<file path="config.mk">
export PLATFORM = sky130hd
export DESIGN_NAME = vga_text_banner
export DESIGN_NICKNAME = d
export VERILOG_FILES = /design/src/rtl/vga_text_banner.sv
export SDC_FILE = /design/constraint.sdc
export NUM_CORES = 1
export LEC_CHECK = 0
export ABC_CLOCK_PERIOD_IN_PS = 4300
export BUFFER_PORTS_ARGS = -buffer_cell sky130_fd_sc_hd__buf_4
export CAP_MARGIN = 20
export CORE_UTILIZATION = 65
export DETAILED_ROUTE_END_ITERATION = 12
export PLACE_DENSITY = 0.84
export SYNTH_ARGS = -nofsm -noshare
export SYNTH_HDL_FRONTEND = slang
export SYNTH_SLANG_ARGS = --single-unit
</file>
<file path="constraint.sdc">
create_clock -name clk -period 4.3 [get_ports clk]
set_clock_uncertainty 0.2 [all_clocks]
set_input_delay 0.86 -clock clk [delete_from_list [all_inputs] [get_ports clk]]
set_output_delay 0.86 -clock clk [all_outputs]
set_load 0.01 [all_outputs]
</file>
<file path="src/rtl/vga_text_banner.sv">
// vga_text_banner: one scaled line of runtime-writable glyphs over VGA video.
// Modes: static, blink, typewriter reveal, off; 2-stage registered pipeline.
// In : clk, rst_n, h_cnt/v_cnt/valid (pixel), mode, restart,
//      wr_en/wr_addr/wr_char (char buffer write port).
// Out: vgaRed/vgaGreen/vgaBlue, hit (banner owns pixel), done (reveal end).
// Option: VGA_TEXT_BANNER_CURSOR_EN adds a blinking typewriter cursor.
module vga_text_banner #(
  parameter logic [9:0]  X0            = 10'd265,
  parameter logic [9:0]  Y0            = 10'd120,
  parameter int          NUM_CHARS     = 16,
  parameter int          SCALE         = 1,
  parameter logic [11:0] FG_COLOR      = 12'hfff,
  parameter logic [11:0] BG_COLOR      = 12'h000,
  parameter int          BLINK_FRAMES  = 30,
  parameter int          REVEAL_FRAMES = 8
) (
  input  logic       clk,
  input  logic       rst_n,
  input  logic [9:0] h_cnt,
  input  logic [9:0] v_cnt,
  input  logic       valid,
  input  logic [1:0] mode,
  input  logic       restart,
  input  logic       wr_en,
  input  logic [4:0] wr_addr,
  input  logic [4:0] wr_char,
  output logic [3:0] vgaRed,
  output logic [3:0] vgaGreen,
  output logic [3:0] vgaBlue,
  output logic       hit,
  output logic       done
);

  localparam logic [1:0] M_STATIC = 2'd0;
  localparam logic [1:0] M_BLINK  = 2'd1;
  localparam logic [1:0] M_TYPE   = 2'd2;
  localparam logic [1:0] M_OFF    = 2'd3;

  localparam int SH = (SCALE == 4) ? 2 : (SCALE == 2) ? 1 : 0;
  localparam logic [10:0] RGN_W = 11'(NUM_CHARS * 13 * SCALE);
  localparam logic [10:0] RGN_H = 11'(15 * SCALE);

  // Stroke masks; bit 12 is glyph column 0.
  localparam logic [12:0] BAR   = 13'h0ffe;
  localparam logic [12:0] LEFT  = 13'h0e00;
  localparam logic [12:0] RIGHT = 13'h000e;
  localparam logic [12:0] CTR   = 13'h00e0;

  // Glyphs are built from nine 3-px strokes:
  // s = {top, mid, bottom, up-left, low-left,
  //      up-right, low-right, up-centre, low-centre}
  function automatic logic [12:0] glyph_row(
    input logic [4:0] code,
    input logic [3:0] row
  );
    logic [8:0]  s;
    logic [12:0] r;
    logic        top, mid, bot, up, lo;
    unique case (code)
      5'd1:    s = 9'b111110000;
      5'd2:    s = 9'b101000011;
      5'd3:    s = 9'b001011100;
      5'd4:    s = 9'b001110000;
      5'd5:    s = 9'b100111110;
      5'd6:    s = 9'b100111100;
      5'd7:    s = 9'b110111000;
      5'd8:    s = 9'b110111001;
      5'd9:    s = 9'b111100100;
      5'd10:   s = 9'b100000011;
      5'd11:   s = 9'b001111100;
      5'd12:   s = 9'b110111100;
      5'd13:   s = 9'b101110100;
      5'd14:   s = 9'b101111100;
      5'd15:   s = 9'b000101001;
      default: s = '0;
    endcase
    top = row <= 4'd2;
    mid = (row >= 4'd6) && (row <= 4'd8);
    bot = (row >= 4'd12) && (row <= 4'd14);
    up  = row <= 4'd7;
    lo  = (row >= 4'd7) && (row <= 4'd14);
    r = '0;
    if (s[8] && top) r = r | BAR;
    if (s[7] && mid) r = r | BAR;
    if (s[6] && bot) r = r | BAR;
    if (s[5] && up)  r = r | LEFT;
    if (s[4] && lo)  r = r | LEFT;
    if (s[3] && up)  r = r | RIGHT;
    if (s[2] && lo)  r = r | RIGHT;
    if (s[1] && up)  r = r | CTR;
    if (s[0] && lo)  r = r | CTR;
    return r;
  endfunction

  logic [4:0]  r_buf [32];
  logic        r_prev_zero;
  logic [15:0] r_bcnt;
  logic [15:0] r_rcnt;
  logic        r_phase;
  logic [5:0]  r_reveal;

  logic        r1_valid;
  logic        r1_in;
  logic [4:0]  r1_cell;
  logic [3:0]  r1_row;
  logic [3:0]  r1_col;
  logic [4:0]  r1_code;
  logic [11:0] r2_rgb;
  logic        r2_hit;

  logic [10:0] w_dx;
  logic [10:0] w_dy;
  logic [10:0] w_sx;
  logic        w_in;
  logic [4:0]  w_cell;
  logic [3:0]  w_col;
  logic [3:0]  w_row;
  logic [4:0]  w_code;
  logic        w_wr;
  logic        w_zero;
  logic        w_tick;
  logic        w_done;
  logic        w_adv;
  logic [12:0] w_rowbits;
  logic        w_bit;
  logic        w_allow;
  logic        w_cursor;
  logic        w_fg;

  // 11-bit offsets so the region never wraps past column 1023.
  assign w_dx   = {1'b0, h_cnt} - {1'b0, X0};
  assign w_dy   = {1'b0, v_cnt} - {1'b0, Y0};
  assign w_in   = (h_cnt >= X0) && (v_cnt >= Y0) &&
                  (w_dx < RGN_W) && (w_dy < RGN_H);
  assign w_sx   = w_dx >> SH;
  assign w_cell = 5'(w_sx / 11'd13);
  assign w_col  = 4'(w_sx % 11'd13);
  assign w_row  = 4'(w_dy >> SH);
  assign w_code = w_in ? r_buf[w_cell] : 5'd0;

  assign w_wr   = wr_en && ({1'b0, wr_addr} < 6'(NUM_CHARS));
  assign w_zero = (h_cnt == 10'd0) && (v_cnt == 10'd0);
  assign w_tick = w_zero && !r_prev_zero;
  assign w_done = (r_reveal == 6'(NUM_CHARS));
  assign w_adv  = (mode == M_TYPE) && !w_done;

  always_ff @(posedge clk or negedge rst_n) begin
    if (!rst_n) begin
      for (int i = 0; i < 32; i++) r_buf[i] <= '0;
    end else if (w_wr) begin
      r_buf[wr_addr] <= wr_char;
    end
  end

  always_ff @(posedge clk or negedge rst_n) begin
    if (!rst_n) begin
      r_prev_zero <= 1'b0;
      r_bcnt      <= '0;
      r_rcnt      <= '0;
      r_phase     <= 1'b1;
      r_reveal    <= '0;
    end else begin
      r_prev_zero <= w_zero;
      if (restart) begin
        r_bcnt   <= '0;
        r_rcnt   <= '0;
        r_phase  <= 1'b1;
        r_reveal <= '0;
      end else if (w_tick) begin
        if (r_bcnt == 16'(BLINK_FRAMES - 1)) begin
          r_bcnt  <= '0;
          r_phase <= !r_phase;
        end else begin
          r_bcnt <= r_bcnt + 16'd1;
        end
        if (w_adv) begin
          if (r_rcnt == 16'(REVEAL_FRAMES - 1)) begin
            r_rcnt   <= '0;
            r_reveal <= r_reveal + 6'd1;
          end else begin
            r_rcnt <= r_rcnt + 16'd1;
          end
        end
      end
    end
  end

  always_ff @(posedge clk or negedge rst_n) begin
    if (!rst_n) begin
      r1_valid <= 1'b0;
      r1_in    <= 1'b0;
      r1_cell  <= '0;
      r1_row   <= '0;
      r1_col   <= '0;
      r1_code  <= '0;
    end else begin
      r1_valid <= valid;
      r1_in    <= w_in;
      r1_cell  <= w_cell;
      r1_row   <= w_row;
      r1_col   <= w_col;
      r1_code  <= w_code;
    end
  end

  always_comb begin
    w_rowbits = glyph_row(r1_code, r1_row);
    w_bit     = w_rowbits[4'd12 - r1_col];
    w_allow   = 1'b0;
    unique case (mode)
      M_STATIC: w_allow = 1'b1;
      M_BLINK:  w_allow = r_phase;
      M_TYPE:   w_allow = ({1'b0, r1_cell} < r_reveal);
      default:  w_allow = 1'b0;
    endcase
    w_cursor = 1'b0;
`ifdef VGA_TEXT_BANNER_CURSOR_EN
    w_cursor = (mode == M_TYPE) && !w_done && r_phase &&
               ({1'b0, r1_cell} == r_reveal) &&
               (r1_row >= 4'd12) &&
               (r1_col != 4'd0) && (r1_col <= 4'd11);
`endif
    w_fg = (w_bit && w_allow) || w_cursor;
  end

  always_ff @(posedge clk or negedge rst_n) begin
    if (!rst_n) begin
      r2_rgb <= '0;
      r2_hit <= 1'b0;
    end else if (r1_valid && r1_in && (mode != M_OFF)) begin
      r2_rgb <= w_fg ? FG_COLOR : BG_COLOR;
      r2_hit <= 1'b1;
    end else begin
      r2_rgb <= '0;
      r2_hit <= 1'b0;
    end
  end

  assign vgaRed   = r2_rgb[11:8];
  assign vgaGreen = r2_rgb[7:4];
  assign vgaBlue  = r2_rgb[3:0];
  assign hit      = r2_hit;
  assign done     = w_done;

endmodule

</file>
==> flow_metrics.tcl, run 1 <==
set metrics [dict create \
    grt_pass1_vias 7978 \
    routedWlPerCell_um 18.9 \
    cap_violations 0 \
    slew_headroom 0.392 \
    grt-ovfl-total 0 \
    clock_path_buffers 2 \
    start_util 0.672 \
    grt_pass1_wl_um 39200 \
    ys_ff_latch 158 \
    clk_pin_slew_ns 0.07 \
    netlist_area_um2 9430 \
    power.leakage_uw 0.00542 \
    yosys.area.top_type "dfrtp_1" \
    rsz0062_at_grt "yes" \
    outcome "finished, violations left" \
    hold_class "flop to flop" \
    postSynthCellCount 933 \
    grt_antenna_before_repair 0 \
    coreArea_um2 14000 \
    numPortBuffers 50 \
    htree_num_levels 4 \
    grtUsageTotal 0.338 \
    critPathKind "input pin to flop" \
    die_width_um 122 \
    tightest_slew_ns 0.909 \
    setup_violations 11 \
    diodes 0 \
    end_kind "flop" \
    vdd_ir_drop_max_uv 445 \
    rows 43 \
    critPathLaunch "h_cnt[5]" \
    cp-start-kind "input pin" \
    synth_warnings 0 \
    grt_max_degree 89 \
    crit_required_ns 4.39 \
    async_flop_share 1.00 \
    synth-main-ff-cell "dfrtp_1" \
    wl_um 24200 \
    critPathArrivalTime_ns 6.52 \
    drv_slew 0 \
    synth_commonest_cells "dfrtp_1 (157), mux2_2 (82), nor2_1 (67), nand2_1 (60), mux2i_1 (57)" \
    synth_area_leaders "dfrtp_1 (42%), mux2_2 (9.8%), mux2i_1 (6.0%)" \
    synth_cell_types 85 \
    max_freq_mhz 156 \
    cts_made_buffers 17 \
    vias_per_cell 6.21 \
    dieArea_um2 15000 \
    vias 7930 \
    cts_num_sinks 158 \
    timing.rr.start "r_bcnt[12]$_DFFE_PN0P_" \
    cp_max_fo 11 \
    syn_area_per_cell_um2 10.1 \
    drive_gt1_frac 0.354 \
    period_share 1.50 \
    dp_hpwl_um 16200 \
    fill_cells 775 \
    final_nets 1146 \
    gp_congestion 0.921 \
    synth_fp_nets 994 \
    area_growth_pct 25.3 \
    finalHoldViolCount 0 \
    clk_latency_ns 0.42 \
    drt_iter0_drc 543 \
    yosysTopAreaCellShare 0.416 \
    die_h_um 122 \
    period_needed_ns 6.43 \
    fin_area_um2 11800 \
    power_density_nw_per_um2 513 \
    holdCritStartpoint "r_buf[6]$_DFFE_PN0P_" \
    multi_input_comb_area_um2 5290 \
    synth_most_common_cell "dfrtp_1" \
    seq_area_um2 3960 \
    failed_checks "setup timing" \
    io_pins 51 \
    worst_slack_ns -2.13 \
    drc 0 \
    cts_tree "done" \
    place_area_um2 10900 \
    synth-edff-count 0 \
    ant_nets 0 \
    seq_area_frac_synth 0.419 \
    drt_pass1_iterations 5 \
    whs_ns 0.179 \
    cts_root_buf "clkbuf_16" \
]
[area by class of cell]
type	instances	area share
Inverter	26	0.00847
Clock buffer	18	0.0372
Tap cell	180	0.0191
Sequential cell	158	0.335
Timing Repair Buffer	203	0.138
Multi-Input combinational cell	679	0.448
Clock inverter	13	0.0150
[routing by layer]
| layer | wire length [um] | track usage | vias to the layer above |
|---|---|---|---|
| met3 | 1220 | 0.0590 | 45 |
| met5 | 0 | 0 | - |
| met2 | 12300 | 0.589 | 317 |
| met4 | 535 | 0.129 | 0 |
| met1 | 10100 | 0.418 | 3882 |
| li1 | - | - | 3686 |
[worst paths after layout]
kind                                             end  slack, ns  cells after the start
worst max-delay path            r1_code[3]$_DFF_PN0_      -2.13                     28
worst max register to register   r_phase$_DFFE_PN1P_       1.47                      6
worst min register to register  r_buf[6]$_DFFE_PN0P_       0.18                      0
worst min-delay path            r_buf[6]$_DFFE_PN0P_       0.18                      0
min in group asynchronous        r1_row[3]$_DFF_PN0_       0.28                      1
max in group asynchronous        r_phase$_DFFE_PN1P_       2.72                      2
[where the power goes]
part	switching, uW	internal [uW]	leakage (uW)
combinational	1340	1350	0.00304
clock	642	941	0.000296
sequential	109	1680	0.00208
total	2090	3980	0.00542
[critical path, stage by stage]
cell and delay [ns]:
buf_6 0.10, or4_4 0.56, a21oi_4 0.19, mux2i_1 0.27, a211oi_2 0.14, a211oi_4 0.34, buf_4 0.19, o21ai_2 0.08
and2_1 0.25, nand2_1 0.08, or3b_2 0.45, o2111a_2 0.19, or3_1 0.36, a21oi_2 0.20, a211oi_4 0.07, o21bai_4 0.17
xnor2_2 0.15, ha_2 0.23, nor2_4 0.06, a211oi_4 0.25, nor2_2 0.09, o211ai_4 0.27, buf_12 0.19, buf_4 0.13
mux2i_1 0.22, a22oi_1 0.13, nand3_1 0.20, a31oi_1 0.10
[cells in the final DEF (no fill, tap or decap), types with 14 or more instances in the layout]
| master | n |
|---|---|
| mux2i_1 | 57 |
| nor3_1 | 25 |
| buf_4 | 192 |
| nand2_1 | 60 |
| dfrtp_1 | 157 |
| ha_1 | 22 |
| xnor2_1 | 21 |
| o21ai_0 | 33 |
| xor2_1 | 24 |
| clkbuf_16 | 17 |
| a21oi_1 | 23 |
| nand4_1 | 17 |
| inv_1 | 24 |
| nand3_1 | 44 |
| nor2_1 | 63 |
| a22oi_1 | 20 |
| mux2_2 | 82 |
| nor2b_1 | 14 |
[cells by family (layout without fill, tap and decap cells)]
kind of cell	after synthesis	count (layout)	share of synthesized area
simple gates	291	291	0.155
flops	158	158	0.419
fa+ha+maj	27	27	0.0351
buf+inv	96	260	0.0492
xor+xnor	48	48	0.0462
mux	141	141	0.162
compound gates	172	172	0.133
[registers in the layout, indices dropped and copies added (netlist names), 4 cells and up]
register and count:
r1_code 5, r1_row 4, r1_cell 5, r_rcnt 16, r_buf 96, r1_col 4
r_reveal 6, r_bcnt 16
[through the flow]
| step | instances | setup slack (ns) | setup TNS, ns | utilization | power (uW) |
|---|---|---|---|---|---|
| final | 1277 | -2.13 | -19.14 | 0.842 | 6070 |
| after global routing | 1277 | -2.32 | -21.33 | 0.842 | 6340 |
| after CTS | 1273 | -2.00 | -18.11 | 0.837 | 5980 |
| after detailed placement | 1231 | -2.58 | -23.52 | 0.778 | 4080 |
| after global placement | 1231 | -2.33 | -21.10 | 0.778 | 4000 |
| after floorplan | 933 | -2.06 | -19.47 | - | 3380 |
[what timing repair did]
action / in CTS / in global routing
gates cloned: 3 / 0
pin swaps: 28 / 14
buffers inserted: 9 / 4
hold buffers: 0 / 0
resized for setup: 20 / 8
setup endpoints to repair: 11 / 12
(Power assumes the default switching activity.)
==> inputs of run 2 (changes only) <==
CORE_MARGIN = 3   (was unset)
REMOVE_ABC_BUFFERS = 1   (was unset)
SETUP_SLACK_MARGIN = 0.02   (was unset)
==> flow_metrics.tcl, run 2 (synthesis gave the netlist of run 1 again) <==
set metrics [dict create \
    drt_pass1_iterations 6 \
    period_share 1.56 \
    failed_checks "setup timing" \
    finalHoldViolCount 0 \
    io_pins 51 \
    dp_hpwl_um 16700 \
    grt-ovfl-total 0 \
    grt_pass1_vias 8724 \
    rsz0062_at_grt "yes" \
    end_kind "flop" \
    coreArea_um2 14000 \
    numPortBuffers 50 \
    period_needed_ns 6.72 \
    cap_violations 0 \
    die_h_um 126 \
    critical_path_buf_inv_count 8 \
    path_delay_family "compound AO/OA/AOI/OAI gates" \
    dieArea_um2 16000 \
    vias 8701 \
    cts_tree "done" \
    drv_slew 0 \
    grt_pass1_wl_um 43800 \
    clk_latency_ns 0.43 \
    worst_slack_ns -2.42 \
    die_width_um 126 \
    most-common-layout-cells "buf_4 (198), dfrtp_1 (157), mux2_2 (82), nor2_1 (62), nand2_1 (58)" \
    diodes 0 \
    rows 43 \
    critPathArrivalTime_ns 6.86 \
    grtUsageTotal 0.341 \
    drt_iter0_drc 981 \
    setup_violations 12 \
    cts_root_buf "clkbuf_16" \
    grt_max_degree 95 \
    slew_headroom 0.333 \
    layout_commonest_cell "buf_4" \
    cts_num_sinks 158 \
    start_util 0.672 \
    cp_slowest_cell "nor4_2" \
    largest_register_ffs 96 \
    area_growth_pct 29.0 \
    routedWlPerCell_um 22.8 \
    cts_made_buffers 17 \
    cp_max_fo 6 \
    gp_congestion 0.916 \
    final_nets 1167 \
    setup-tns-final_ns -22.90 \
    p_total_uw 6570 \
    grt_antenna_before_repair 0 \
    clock_path_buffers 2 \
    power_density_nw_per_um2 540 \
    whs_ns 0.180 \
    vias_per_cell 6.70 \
    top_register "r_buf" \
    ant_nets 0 \
    cp-start-kind "input pin" \
    critPathKind "input pin to flop" \
    htree_num_levels 4 \
    max_freq_mhz 149 \
    largestRegisters "r_buf (96), r_bcnt (16), r_rcnt (16)" \
    drive_gt1_frac 0.386 \
    drc 0 \
    power.leakage_uw 0.00552 \
    crit_required_ns 4.44 \
    vdd_ir_drop_max_uv 477 \
    clk_pin_slew_ns 0.07 \
    cp_slowest_stage_delay_ns 0.37 \
    outcome "finished, violations left" \
    hold_class "flop to flop" \
    tightest_slew_ns 0.998 \
    cts_hold_buf 0 \
    wl_um 29600 \
]
[run 2: cell count changes in the layout (fill, tap and decap cells not counted), moves of 6 or more]
cell,delta
buf_4,+6
buf_6,+7
mux2i_1,-10
mux2i_2,+9
[run 2: repair_timing]
| action | 4_1_cts | 5_1_grt |
|---|---|---|
| resized for setup | 64 | 44 |
| setup buffers | 22 | 17 |
| cloned | 3 | 0 |
| setup endpoints to repair | 12 | 12 |
| pin swaps | 54 | 31 |
[run 2: power by group]
group	internal (uW)	switching [uW]	total, uW
logic	1660	1600	3270
registers	1680	135	1820
clock network	848	638	1490
total	4190	2380	6570
[run 2: layout make-up]
type                       instances  area (um^2)
inverter                          26         97.6
clock inverter                    11          108
tap                              180          225
sequential                       158         3960
clock buffer                      21          470
multi-input combinational        679         5420
timing repair buffer             224         1900
fill                             631         1870
[run 2: path summary, 6_finish.rpt]
| path | startpoint | endpoint | slack (ns) | cells past startpoint |
|---|---|---|---|---|
| min in group asynchronous | rst_n | r_rcnt[11]$_DFFE_PN0P_ | 0.33 | 1 |
| hold reg to reg | r_buf[5]$_DFFE_PN0P_ | r_buf[5]$_DFFE_PN0P_ | 0.18 | 0 |
| setup / recovery | h_cnt[0] | r1_code[0]$_DFF_PN0_ | -2.42 | 32 |
| hold / removal | r_buf[5]$_DFFE_PN0P_ | r_buf[5]$_DFFE_PN0P_ | 0.18 | 0 |
| setup reg to reg | r_bcnt[12]$_DFFE_PN0P_ | r_bcnt[12]$_DFFE_PN0P_ | 1.59 | 7 |
| max in group asynchronous | rst_n | r_buf[124]$_DFFE_PN0P_ | 2.78 | 2 |
[run 2: metrics by stage]
stage | worst slack (ns) | utilization | cell area, um^2 | instances
after floorplan | -4.27 | - | 9070 | 863
after global placement | -2.46 | 0.768 | 10800 | 1231
after detailed placement | -2.68 | 0.768 | 10800 | 1231
after CTS | -2.06 | 0.845 | 11900 | 1286
after global routing | -2.57 | 0.867 | 12200 | 1299
final | -2.42 | 0.867 | 12200 | 1299
[run 2: metal layers]
| layer | GRT usage | wire (um) | up-vias |
|---|---|---|---|
| met5 | 0 | 0 | - |
| met4 | 0.146 | 1620 | 0 |
| met3 | 0.0699 | 1990 | 194 |
| met2 | 0.597 | 14900 | 505 |
| met1 | 0.408 | 11100 | 4280 |
| li1 | - | - | 3722 |
